`src/rtl/inert_spi_resp.sv`:
```
// SPI mode-3 responder that emulates a small inertial sensor: WHO_AM_I, three
// control registers and a latched 16-bit yaw sample, with a data-ready interrupt.
module inert_spi_resp #(
    parameter logic [7:0] WHOAMI = 8'h6A
) (
    input  logic        clk,
    input  logic        rst_n,
    input  logic        SS_n,
    input  logic        SCLK,
    input  logic        MOSI,
    output logic        MISO,
    output logic        INT,
    input  logic [15:0] yaw_in,
    input  logic        smpl_vld
);

    typedef struct packed {
        logic       rw;
        logic [6:0] addr;
        logic [7:0] data;
    } frame_t;

    logic        ss_ff1, ss_s, ss_prev;
    logic        sclk_ff1, sclk_s, sclk_prev;
    logic        mosi_ff1, mosi_s;
    logic [1:0]  warm;
    logic        armed, in_frame;
    logic [4:0]  bit_cnt;
    logic [15:0] rx_shft;
    logic [7:0]  tx_shft;
    logic [7:0]  int1_ctrl, ctrl1_xl, ctrl2_g;
    logic [15:0] yaw_reg;

    frame_t      frm;
    logic [7:0]  cmd_byte;
    logic [7:0]  rd_val;
    logic        ss_fall, ss_rise, sclk_rise, sclk_fall;
    logic        done, wr_en, int_clr;

    always_ff @(posedge clk or negedge rst_n) begin
        if (!rst_n) begin
            ss_ff1    <= 1'b1;
            ss_s      <= 1'b1;
            ss_prev   <= 1'b1;
            sclk_ff1  <= 1'b1;
            sclk_s    <= 1'b1;
            sclk_prev <= 1'b1;
            mosi_ff1  <= 1'b0;
            mosi_s    <= 1'b0;
        end else begin
            ss_ff1    <= SS_n;
            ss_s      <= ss_ff1;
            ss_prev   <= ss_s;
            sclk_ff1  <= SCLK;
            sclk_s    <= sclk_ff1;
            sclk_prev <= sclk_s;
            mosi_ff1  <= MOSI;
            mosi_s    <= mosi_ff1;
        end
    end

    assign ss_fall   = ss_prev & ~ss_s;
    assign ss_rise   = ~ss_prev & ss_s;
    assign sclk_rise = ~sclk_prev & sclk_s;
    assign sclk_fall = sclk_prev & ~sclk_s;

    // warm[1] marks the first cycle the synchronized select carries a real
    // sample; a select already low at reset release must not open a frame.
    always_ff @(posedge clk or negedge rst_n) begin
        if (!rst_n) begin
            warm     <= 2'b00;
            armed    <= 1'b0;
            in_frame <= 1'b0;
        end else begin
            warm <= {warm[0], 1'b1};
            if (warm[1] && ss_s)
                armed <= 1'b1;
            if (ss_fall && armed)
                in_frame <= 1'b1;
            else if (ss_rise)
                in_frame <= 1'b0;
        end
    end

    assign frm      = rx_shft;
    assign cmd_byte = {rx_shft[6:0], mosi_s};

    always_comb begin
        rd_val = 8'h00;
        case (cmd_byte[6:0])
            7'h0D:   rd_val = int1_ctrl;
            7'h0F:   rd_val = WHOAMI;
            7'h10:   rd_val = ctrl1_xl;
            7'h11:   rd_val = ctrl2_g;
            7'h26:   rd_val = yaw_reg[7:0];
            7'h27:   rd_val = yaw_reg[15:8];
            default: rd_val = 8'h00;
        endcase
    end

    // The response byte is loaded on the 8th rise so its MSB is on MISO before the 9th.
    always_ff @(posedge clk or negedge rst_n) begin
        if (!rst_n) begin
            bit_cnt <= 5'd0;
            rx_shft <= 16'h0000;
            tx_shft <= 8'h00;
        end else if (ss_fall && armed) begin
            bit_cnt <= 5'd0;
            tx_shft <= 8'h00;
        end else if (in_frame && !ss_s) begin
            if (sclk_rise) begin
                rx_shft <= {rx_shft[14:0], mosi_s};
                if (bit_cnt != 5'd16)
                    bit_cnt <= bit_cnt + 5'd1;
                if (bit_cnt == 5'd7)
                    tx_shft <= cmd_byte[7] ? rd_val : 8'h00;
            end else if (sclk_fall && bit_cnt >= 5'd9 && bit_cnt <= 5'd15) begin
                tx_shft <= {tx_shft[6:0], 1'b0};
            end
        end
    end

    assign done    = ss_rise && in_frame && (bit_cnt == 5'd16);
    assign wr_en   = done && !frm.rw;
    assign int_clr = done && frm.rw && (frm.addr == 7'h27);

    always_ff @(posedge clk or negedge rst_n) begin
        if (!rst_n) begin
            int1_ctrl <= 8'h00;
            ctrl1_xl  <= 8'h00;
            ctrl2_g   <= 8'h00;
            yaw_reg   <= 16'h0000;
            INT       <= 1'b0;
        end else begin
            if (wr_en) begin
                case (frm.addr)
                    7'h0D:   int1_ctrl <= frm.data;
                    7'h10:   ctrl1_xl  <= frm.data;
                    7'h11:   ctrl2_g   <= frm.data;
                    default: ;
                endcase
            end
            if (smpl_vld)
                yaw_reg <= yaw_in;
            if (smpl_vld && int1_ctrl[1])
                INT <= 1'b1;
            else if (int_clr)
                INT <= 1'b0;
        end
    end

    assign MISO = ~ss_s & tx_shft[7];

endmodule

```
`config.mk`:
```
export PLATFORM = sky130hd
export DESIGN_NAME = inert_spi_resp
export DESIGN_NICKNAME = d
export VERILOG_FILES = /design/src/rtl/inert_spi_resp.sv
export SDC_FILE = /design/constraint.sdc
export NUM_CORES = 1
export LEC_CHECK = 0
export CORE_ASPECT_RATIO = 1.5
export CORE_MARGIN = 3
export CORE_UTILIZATION = 40
export CTS_CLUSTER_SIZE = 10
export DETAILED_ROUTE_END_ITERATION = 7
export DONT_BUFFER_PORTS = 1
export PLACE_DENSITY = 0.61
export SETUP_SLACK_MARGIN = 0.5
export SKIP_LAST_GASP = 1
export SYNTH_ARGS = -nofsm -noshare
export SYNTH_HDL_FRONTEND = slang
export SYNTH_SLANG_ARGS = --single-unit
```
`constraint.sdc`:
```
create_clock -name clk -period 2.7 [get_ports clk]
set_input_delay 0.405 -clock clk [delete_from_list [all_inputs] [get_ports clk]]
set_output_delay 0.405 -clock clk [all_outputs]
set_load 0.01 [all_outputs]
```
==> impl_metrics.toml, run 1 <==
[logic_synthesis]
synth.avg_cell_area_um2 = 13.17
synthesis.nets = 305
yosysTopAreaCell = "dfrtp_1"
yosys.area.top_type_share = 0.5177
async_reset_ff_frac = 1.000
ys_top_cells_by_area = "dfrtp_1 52%, mux2_2 20%, dfstp_2 4.3%, a22oi_1 1.8%, ha_1 1.4%"
synth_edf_count = 0
ys_seq_elements = 82
ys_warn_count = 0
ys.flop_type = "dfrtp_1"
yosysUniqueCellTypes = 56
synth_area_mm2 = 0.003674
seq_area_frac_synth = 0.5606
synthesis.instances = 279

[placed_design]
io_buffers = 0
dp_hpwl_um = 5268
place_congestion = 0.8219

[drt]
vias = 2281
drc_errors = 0
wl_um = 7462
postRouteAntennaNets = 0
wl_per_cell_um = 18.52
drtIter0Drc = 130
firstDrtPassIters = 4
routed_via_density = 5.660

[critical_path]
crit_start = "bit_cnt[0]$_DFFE_PN0P_"
reg2reg_from = "bit_cnt[0]$_DFFE_PN0P_"
cp_data_arrival_time_ns = 2.31
cp_max_fo = 8
r2r_slack_ns = 0.61
crit_type = "reg -> reg"
endpoint = "tx_shft[1]$_DFFE_PN0P_"
critPathLaunchType = "flip-flop"
r2r-end = "tx_shft[1]$_DFFE_PN0P_"
worst_setup_path_end_kind = "flip-flop"
worstPathRequired_ns = 2.91
worst-r2r-cell-count = 5

[run]
cap_violations = 0

[global_routing]
antenna_found_initial = 0
gr-total-overflow = 0
track_usage = 0.1547
grt_pass1_vias = 2359
grt_max_degree = 83
grt_pass1_wl_um = 12270

[floorplanning]
rows = 42
pin_count = 24
dieHeight_um = 123.4
die-area_mm2 = 0.01039
core_mm2 = 0.008881
initial_core_util = 0.4136
die_x_um = 84.25

[layout]
area_growth_pct = 12.02
drive_gt1_frac = 0.3345
layout_commonest_cell = "dfrtp_1"
mostFrequentLayoutCells = "76 x dfrtp_1, 64 x mux2_2, 12 x nand2_1"
n_antenna_cell = 0
fillers = 811
nets = 314

[clock_network]
cts_buffers = 9
clk_transition_reported_paths_ns = 0.06
cts_tree = "done"
clk_path_buf_depth = 2
clock_sinks = 82
root_buffer = "clkbuf_16"
htreeDepth = 3
worstSkewPairLatency_ns = 0.33

[timing]
timing.slew.headroom = 0.5233
setup_violations = 0
fmax_mhz = 477.4
setup-tns-final_ns = 0
period_needed_ns = 2.095
slew_viol_final = 0
min_period_over_period = 0.7758
tightest_slew_ns = 0.7133
skew_ns = 0.005776
rsz0062_at_grt = "no"
hold_viol_final = 82
hold_ws_ns = -0.2317

[power]
vdd_ir_drop_max_v = 0.0003267
leakagePower_nw = 1.849
p_total_mw = 2.741
p_per_area_mw_per_mm2 = 666.1

[min_path]
min_path_type = "in -> async"

[outcome]
status = "complete, but fails checks"
violations = "hold timing"
-- synth_stat cells (3+ instances only) --
| cell type | n |
|---|---|
| mux2_2 | 64 |
| nor2_1 | 10 |
| a21oi_1 | 4 |
| dfstp_2 | 6 |
| ha_1 | 4 |
| o21ai_0 | 7 |
| nand3_1 | 6 |
| and3_1 | 5 |
| o311ai_1 | 3 |
| dfrtp_1 | 76 |
| inv_1 | 5 |
| nand2_1 | 12 |
| a22oi_1 | 9 |
| nand4_1 | 3 |
| clkbuf_1 | 7 |
| o21a_1 | 3 |
| nor2b_1 | 6 |
-- critical path, stage by stage (launching register included) --
cell,delay (ns)
dfrtp_1,0.46
ha_1,0.23
or4_1,0.40
o221ai_1,0.24
o2bb2ai_2,0.26
mux2_2,0.39
-- cell families after synthesis --
logic type	Yosys count	synth area share
compound gates	43	0.08753
xor+xnor	3	0.007154
fa+ha+maj	4	0.01362
buf+inv	12	0.01226
flops	82	0.5606
mux	68	0.2078
other cells	1	0.001021
simple gates	66	0.1100
-- power by group --
group	leakage (nW)	total (mW)	internal, mW	switching [mW]
registers	1.07	1.36	1.29	0.0685
clock network	0.136	1.18	0.713	0.464
logic	0.646	0.205	0.0957	0.109
-- through the flow --
stage / cell area, um2 / util / setup WS (ns) / std cells / hold WS, ns
4_1_cts: 4108 / 0.4625 / 0.5798 / 402 / -0.2476
2_1_floorplan: 3674 / - / 0.6741 / 279 / 0.1094
3_3_place_gp: 3815 / 0.4296 / 0.4911 / 386 / 0.1110
5_1_grt: 4115 / 0.4634 / 0.5039 / 403 / -0.2511
6_report: 4115 / 0.4634 / 0.6053 / 403 / -0.2317
3_5_place_dp: 3815 / 0.4296 / 0.4870 / 386 / 0.1109
-- metal layers --
metal	global-route usage	up-vias	share of wire
met4	0.08048	0	0.027
met2	0.2599	40	0.53
met1	0.1850	1164	0.42
met3	0.03533	15	0.026
met5	0	-	0
li1	-	1062	-
-- worst min path at each step --
stage / end / cells after the start
after global placement: yaw_reg[13]$_DFFE_PN0P_ / 0
after CTS: bit_cnt[3]$_DFFE_PN0P_ / 0
final: yaw_reg[13]$_DFFE_PN0P_ / 0
after floorplan: INT$_DFFE_PN0P_ / 0
after global routing: frm[5]$_DFFE_PN0P_ / 0
after detailed placement: yaw_reg[13]$_DFFE_PN0P_ / 0
-- layout make-up --
class	instances	area [um2]	area share
Clock buffer	11	232.7	0.05655
Clock inverter	5	55.05	0.01338
Inverter	5	18.77	0.004561
Multi-Input combinational cell	185	1574	0.3825
Sequential cell	82	2059	0.5005
Tap cell	110	137.6	0.03344
Timing Repair Buffer	5	37.54	0.009121
-- what timing repair did --
action,CTS,global route
gates cloned,0,0
resized for setup,1,0
setup buffers,0,1
endpoints found under the setup margin,8,8
pin swaps,0,1
endpoints found under the hold margin,82,82
Power figures use the tool's default switching activity.
==> run 2: changes to the inputs <==
--- a/config.mk
+++ b/config.mk
@@ -11,7 +11,7 @@
 export CTS_CLUSTER_SIZE = 10
 export DETAILED_ROUTE_END_ITERATION = 7
 export DONT_BUFFER_PORTS = 1
-export PLACE_DENSITY = 0.61
+export PLACE_DENSITY = 0.63
 export SETUP_SLACK_MARGIN = 0.5
 export SKIP_LAST_GASP = 1
 export SYNTH_ARGS = -nofsm -noshare
==> constraint.sdc (replaced) <==
create_clock -name clk -period 1.7 [get_ports clk]
set_input_delay 0.255 -clock clk [delete_from_list [all_inputs] [get_ports clk]]
set_output_delay 0.255 -clock clk [all_outputs]
set_load 0.01 [all_outputs]
==> run 2 against run 1 <==
Compared with the run above: the flow finishes with violations (hold timing, setup timing); clock-buffer cell count grew 1; sequential power is 56% higher; largest power group unchanged; critical path depth unchanged; wire length is 19% higher; fmax increased by 4.4%; global-route usage is 3.2 points higher; total power increased by 67%; first-iteration DRC count decreased by 9.2%.
==> impl_metrics.toml, run 2 (synthesis gave the netlist of run 1 again) <==
[global_routing]
track_usage = 0.1865
grt_pass1_wl_um = 14750
antenna_found_initial = 0
gr-total-overflow = 0
grt_pass1_vias = 2951
grt_max_degree = 83

[timing]
rsz0062_at_grt = "yes"
period_needed_ns = 2.007
slew_viol_final = 0
tightest_slew_ns = 0.5374
hold_viol_final = 82
hold_ws_ns = -0.3882
fmax_mhz = 498.3
setup_violations = 36
min_period_over_period = 1.180
timing.slew.headroom = 0.6325
fin_ws_ns = -0.3068
skew_ns = 0.006492

[outcome]
violations = "hold timing, setup timing"
status = "complete, but fails checks"

[layout]
drive_gt1_frac = 0.5253
stdcell_count = 466
layout_commonest_cell = "dfrtp_1"
n_antenna_cell = 0
mostFrequentLayoutCells = "75 x dfrtp_1, 57 x buf_4, 38 x mux2_4"
fillers = 725
nets = 378
area_growth_pct = 35.69

[critical_path]
worstPathRequired_ns = 1.92
critPathLaunchType = "flip-flop"
crit_type = "reg -> reg"
worst-r2r-cell-count = 5
worst_setup_path_end_kind = "flip-flop"
r2r_slack_ns = -0.31
reg2reg_from = "bit_cnt[0]$_DFFE_PN0P_"
cp_max_fo = 8
cp_data_arrival_time_ns = 2.22
r2r-end = "tx_shft[0]$_DFFE_PN0P_"

[clock_network]
clk_path_buf_depth = 2
root_buffer = "clkbuf_16"
clk_transition_reported_paths_ns = 0.06
htreeDepth = 3
cts_buffers = 9
cts_hold_buf = 3
worstSkewPairLatency_ns = 0.34
cts_tree = "done"
clock_sinks = 82

[floorplanning]
rows = 42
initial_core_util = 0.4136
die_x_um = 84.25
pin_count = 24
dieHeight_um = 123.4
die-area_mm2 = 0.01039
core_mm2 = 0.008881

[placed_design]
place_inst = 437
dp_hpwl_um = 6199
io_buffers = 0
place_congestion = 0.8334

[drt]
wl_per_cell_um = 19.10
drc_errors = 0
routed_via_density = 5.622
firstDrtPassIters = 4
drtIter0Drc = 118
postRouteAntennaNets = 0
vias = 2620
wl_um = 8902

[power]
swShare = 0.2414
netSwitchingPower_mw = 1.105
power_frac_comb = 0.150
leakagePower_nw = 2.322
power_frac_seq = 0.464
power.share.clock = 0.386
p_per_area_mw_per_mm2 = 918.7
p_total_mw = 4.580
vdd_ir_drop_max_v = 0.0006256
cell_internal_pwr_mw = 3.474

[run]
cap_violations = 0

[min_path]
min_path_type = "in -> async"
-- run 2: changes by cell type in the layout (fill, tap and decap cells not counted), moves of 5 or more --
cell	before	now
buf_4	5	57
mux2_4	0	38
mux2_2	64	28
buf_6	0	7
nand2_1	12	7
-- run 2: layer usage --
layer / wire length (um) / global-route usage / vias up
li1: - / - / 1188
met1: 3511 / 0.2010 / 1356
met2: 4788 / 0.3370 / 51
met3: 257 / 0.04133 / 25
met4: 345 / 0.1026 / 0
met5: 0 / 0 / -
-- run 2: power by group through the flow --
stage          combinational (mW)  clock [mW]  sequential, mW
2_1_floorplan               0.296           0            2.16
3_3_place_gp                0.565           0            2.15
3_5_place_dp                0.576           0            2.16
4_1_cts                     0.627        1.83            2.12
5_1_grt                     0.734        1.89            2.14
6_report                    0.686        1.77            2.12
-- run 2: stage by stage --
step	hold slack [ns]	instance area, um2	worst slack [ns]	utilization	TNS [ns]
5_1_grt	-0.4005	4985	-0.3438	0.5613	-8.510
2_1_floorplan	-0.04059	3928	-0.1956	-	-2.765
4_1_cts	-0.4023	4881	-0.3052	0.5496	-5.552
6_report	-0.3882	4985	-0.3068	0.5613	-5.737
3_5_place_dp	-0.03861	4437	-0.3161	0.4996	-7.322
3_3_place_gp	-0.03793	4437	-0.2845	0.4996	-5.949
-- run 2: worst max-delay path, cell delays in order, from the launching register on --
cell and delay [ns]:
dfrtp_2 0.45, ha_4 0.17, or4_4 0.43, o221ai_4 0.24, o2bb2ai_4 0.25, mux2_4 0.34
-- run 2: cell type report --
type / count / area [um2] / share of cell area
timing repair buffer: 68 / 556.8 / 0.1117
clock inverter: 3 / 15.01 / 0.003012
multi-input combinational: 186 / 1939 / 0.3891
inverter: 5 / 18.77 / 0.003765
tap: 110 / 137.6 / 0.02761
clock buffer: 12 / 256.5 / 0.05146
sequential: 82 / 2061 / 0.4134
-- run 2: repair_timing --
action / CTS / global route
gates cloned: 1 / 0
pin swaps: 8 / 5
resized for setup: 19 / 16
setup endpoints to repair: 55 / 55
endpoints found under the hold margin: 85 / 82
buffers inserted: 5 / 5
-- run 2: worst max-delay path by stage --
stage	start	end	slack (ns)	cells past startpoint
final	bit_cnt[0]$_DFFE_PN0P_	tx_shft[0]$_DFFE_PN0P_	-0.31	5
after global routing	bit_cnt[1]$_DFFE_PN0P_	tx_shft[6]$_DFFE_PN0P_	-0.34	6
after CTS	bit_cnt[0]$_DFFE_PN0P_	tx_shft[0]$_DFFE_PN0P_	-0.31	5
after detailed placement	bit_cnt[1]$_DFFE_PN0P_	tx_shft[3]$_DFFE_PN0P_	-0.32	6
after global placement	bit_cnt[1]$_DFFE_PN0P_	tx_shft[6]$_DFFE_PN0P_	-0.28	6
after floorplan	bit_cnt[0]$_DFFE_PN0P_	tx_shft[1]$_DFFE_PN0P_	-0.20	5
==> run 3: changes to the inputs <==
--- a/config.mk
+++ b/config.mk
@@ -11,9 +11,11 @@
 export CTS_CLUSTER_SIZE = 10
 export DETAILED_ROUTE_END_ITERATION = 7
 export DONT_BUFFER_PORTS = 1
+export GPL_ROUTABILITY_DRIVEN = 1
 export PLACE_DENSITY = 0.63
 export SETUP_SLACK_MARGIN = 0.5
 export SKIP_LAST_GASP = 1
 export SYNTH_ARGS = -nofsm -noshare
 export SYNTH_HDL_FRONTEND = slang
 export SYNTH_SLANG_ARGS = --single-unit
+export TNS_END_PERCENT = 1
==> run 3 against run 2 <==
Compared with the run above: design area decreased by 7.1%; sequential cell count is the same; die area unchanged; the run still ends with hold timing, setup timing left; critical endpoint is now tx_shft[3]$_DFFE_PN0P_; sequential power about the same; clock power increased by 14%; critical path depth unchanged; first-iteration DRC count rose by 30%; wire length fell by 11%; fmax up 0.82%.
==> impl_metrics.toml, run 3 (synthesis gave the netlist of run 1 again) <==
[clock_network]
cts_buffers = 9
worstSkewPairLatency_ns = 0.33
root_buffer = "clkbuf_16"
htreeDepth = 3
clk_transition_reported_paths_ns = 0.06
clk_path_buf_depth = 2
cts_tree = "done"
cts_hold_buf = 3
clock_sinks = 82

[outcome]
status = "complete, but fails checks"
violations = "hold timing, setup timing"

[layout]
fillers = 777
area_growth_pct = 26.02
drive_gt1_frac = 0.4477
layout_commonest_cell = "dfrtp_1"
post-route-util = 0.5213
stdcell_count = 454
nets = 365
mostFrequentLayoutCells = "75 x dfrtp_1, 58 x mux2_2, 50 x buf_4"
n_antenna_cell = 0

[critical_path]
crit_type = "reg -> reg"
path_buf_inv = 1
crit_chain = "buf_6 -> or4_4 -> o221ai_4 -> o2bb2ai_4 -> mux2_4"
reg2reg_from = "bit_cnt[1]$_DFFE_PN0P_"
max_stage_delay_ns = 0.52
worst-r2r-cell-count = 5
cp_slowest_cell = "or4_4"
worst_setup_path_end_kind = "flip-flop"
r2r_slack_ns = -0.29
r2r-end = "tx_shft[3]$_DFFE_PN0P_"
worstPathRequired_ns = 1.92
cp_max_fo = 8
cp_data_arrival_time_ns = 2.21
critPathLaunchType = "flip-flop"
cp_top_family = "simple AND/OR/NAND/NOR gates"

[floorplanning]
initial_core_util = 0.4136
die_x_um = 84.25
dieHeight_um = 123.4
rows = 42
core_mm2 = 0.008881
pin_count = 24
die-area_mm2 = 0.01039

[timing]
setup_violations = 33
slew_viol_final = 0
period_needed_ns = 1.990
skew_ns = 0.005415
hold_viol_final = 82
min_period_over_period = 1.171
rsz0062_at_grt = "yes"
hold_ws_ns = -0.3853
setup-tns-final_ns = -6.468
fin_ws_ns = -0.2904
fmax_mhz = 502.4

[global_routing]
grt_pass1_wl_um = 13170
top_usage_layer = "met2"
gr-total-overflow = 0
grt_max_degree = 83
met1_usage = 0.1893
track_usage = 0.1643
use_met2 = 0.2964
met3_usage = 0.03600
grt_pass1_vias = 2585
antenna_found_initial = 0

[drt]
routed_via_density = 5.372
drtIter0Drc = 153
wl_um = 7892
firstDrtPassIters = 4
vias = 2439
wl_per_cell_um = 17.38
postRouteAntennaNets = 0
drc_errors = 0

[placed_design]
place_inst = 434
dp_hpwl_um = 5622
place_congestion = 0.8585
io_buffers = 0

[run]
cap_violations = 0

[power]
leakagePower_nw = 2.161
p_per_area_mw_per_mm2 = 1014
vdd_ir_drop_max_v = 0.0004334

[min_path]
min_path_type = "in -> async"
## run 3: changes by cell type in the layout (fill, tap and decap cells not counted), sizes merged
cell,delta
buf,-12
nand2,-1
bufinv,+2
clkinv,-1
## run 3: timing repair
item | CTS | global route
pin swaps | 1 | 2
endpoints found under the setup margin | 55 | 55
buffers inserted | 1 | 0
resized for setup | 12 | 3
endpoints found under the hold margin | 85 | 82
## run 3: per-layer routing
metal / part of all wire / routed length [um] / vias up
met4: 0.021 / 164 / 0
met1: 0.41 / 3207 / 1236
met5: 0 / 0 / -
li1: - / - / 1159
met2: 0.54 / 4291 / 30
met3: 0.029 / 228 / 14
## run 3: worst max-delay path by stage
| stage | slack, ns | from | cells past startpoint | endpoint |
|---|---|---|---|---|
| final | -0.29 | bit_cnt[1]$_DFFE_PN0P_ | 5 | tx_shft[3]$_DFFE_PN0P_ |
| after global routing | -0.34 | bit_cnt[1]$_DFFE_PN0P_ | 6 | tx_shft[3]$_DFFE_PN0P_ |
| after CTS | -0.32 | bit_cnt[1]$_DFFE_PN0P_ | 5 | tx_shft[3]$_DFFE_PN0P_ |
| after detailed placement | -0.34 | bit_cnt[1]$_DFFE_PN0P_ | 6 | tx_shft[3]$_DFFE_PN0P_ |
| after global placement | -0.26 | bit_cnt[1]$_DFFE_PN0P_ | 6 | tx_shft[1]$_DFFE_PN0P_ |
| after floorplan | -0.20 | bit_cnt[0]$_DFFE_PN0P_ | 5 | tx_shft[1]$_DFFE_PN0P_ |
## run 3: final cells by class
| cell class | count | area [um2] | area share |
|---|---|---|---|
| timing repair buffer | 56 | 456.7 | 0.09865 |
| sequential | 82 | 2061 | 0.4451 |
| tap | 110 | 137.6 | 0.02973 |
| clock buffer | 12 | 236.5 | 0.05108 |
| clock inverter | 4 | 70.07 | 0.01514 |
| inverter | 5 | 18.77 | 0.004054 |
| multi-input combinational | 185 | 1649 | 0.3562 |
## run 3: through the flow
step / total power, mW / setup slack [ns] / instance area, um2 / hold WS, ns
2_1_floorplan: 2.416 / -0.2023 / 3701 / -0.04059
3_3_place_gp: 2.669 / -0.2559 / 4228 / -0.03876
3_5_place_dp: 2.684 / -0.3415 / 4228 / -0.03832
4_1_cts: 4.729 / -0.3217 / 4619 / -0.3985
5_1_grt: 4.881 / -0.3359 / 4629 / -0.4045
6_report: 4.693 / -0.2904 / 4629 / -0.3853
## run 3: power by group
part           internal (mW)  switching [mW]  total, mW
clock network           1.28           0.735       2.02
registers               2.05          0.0718       2.12
logic                  0.296           0.257      0.553
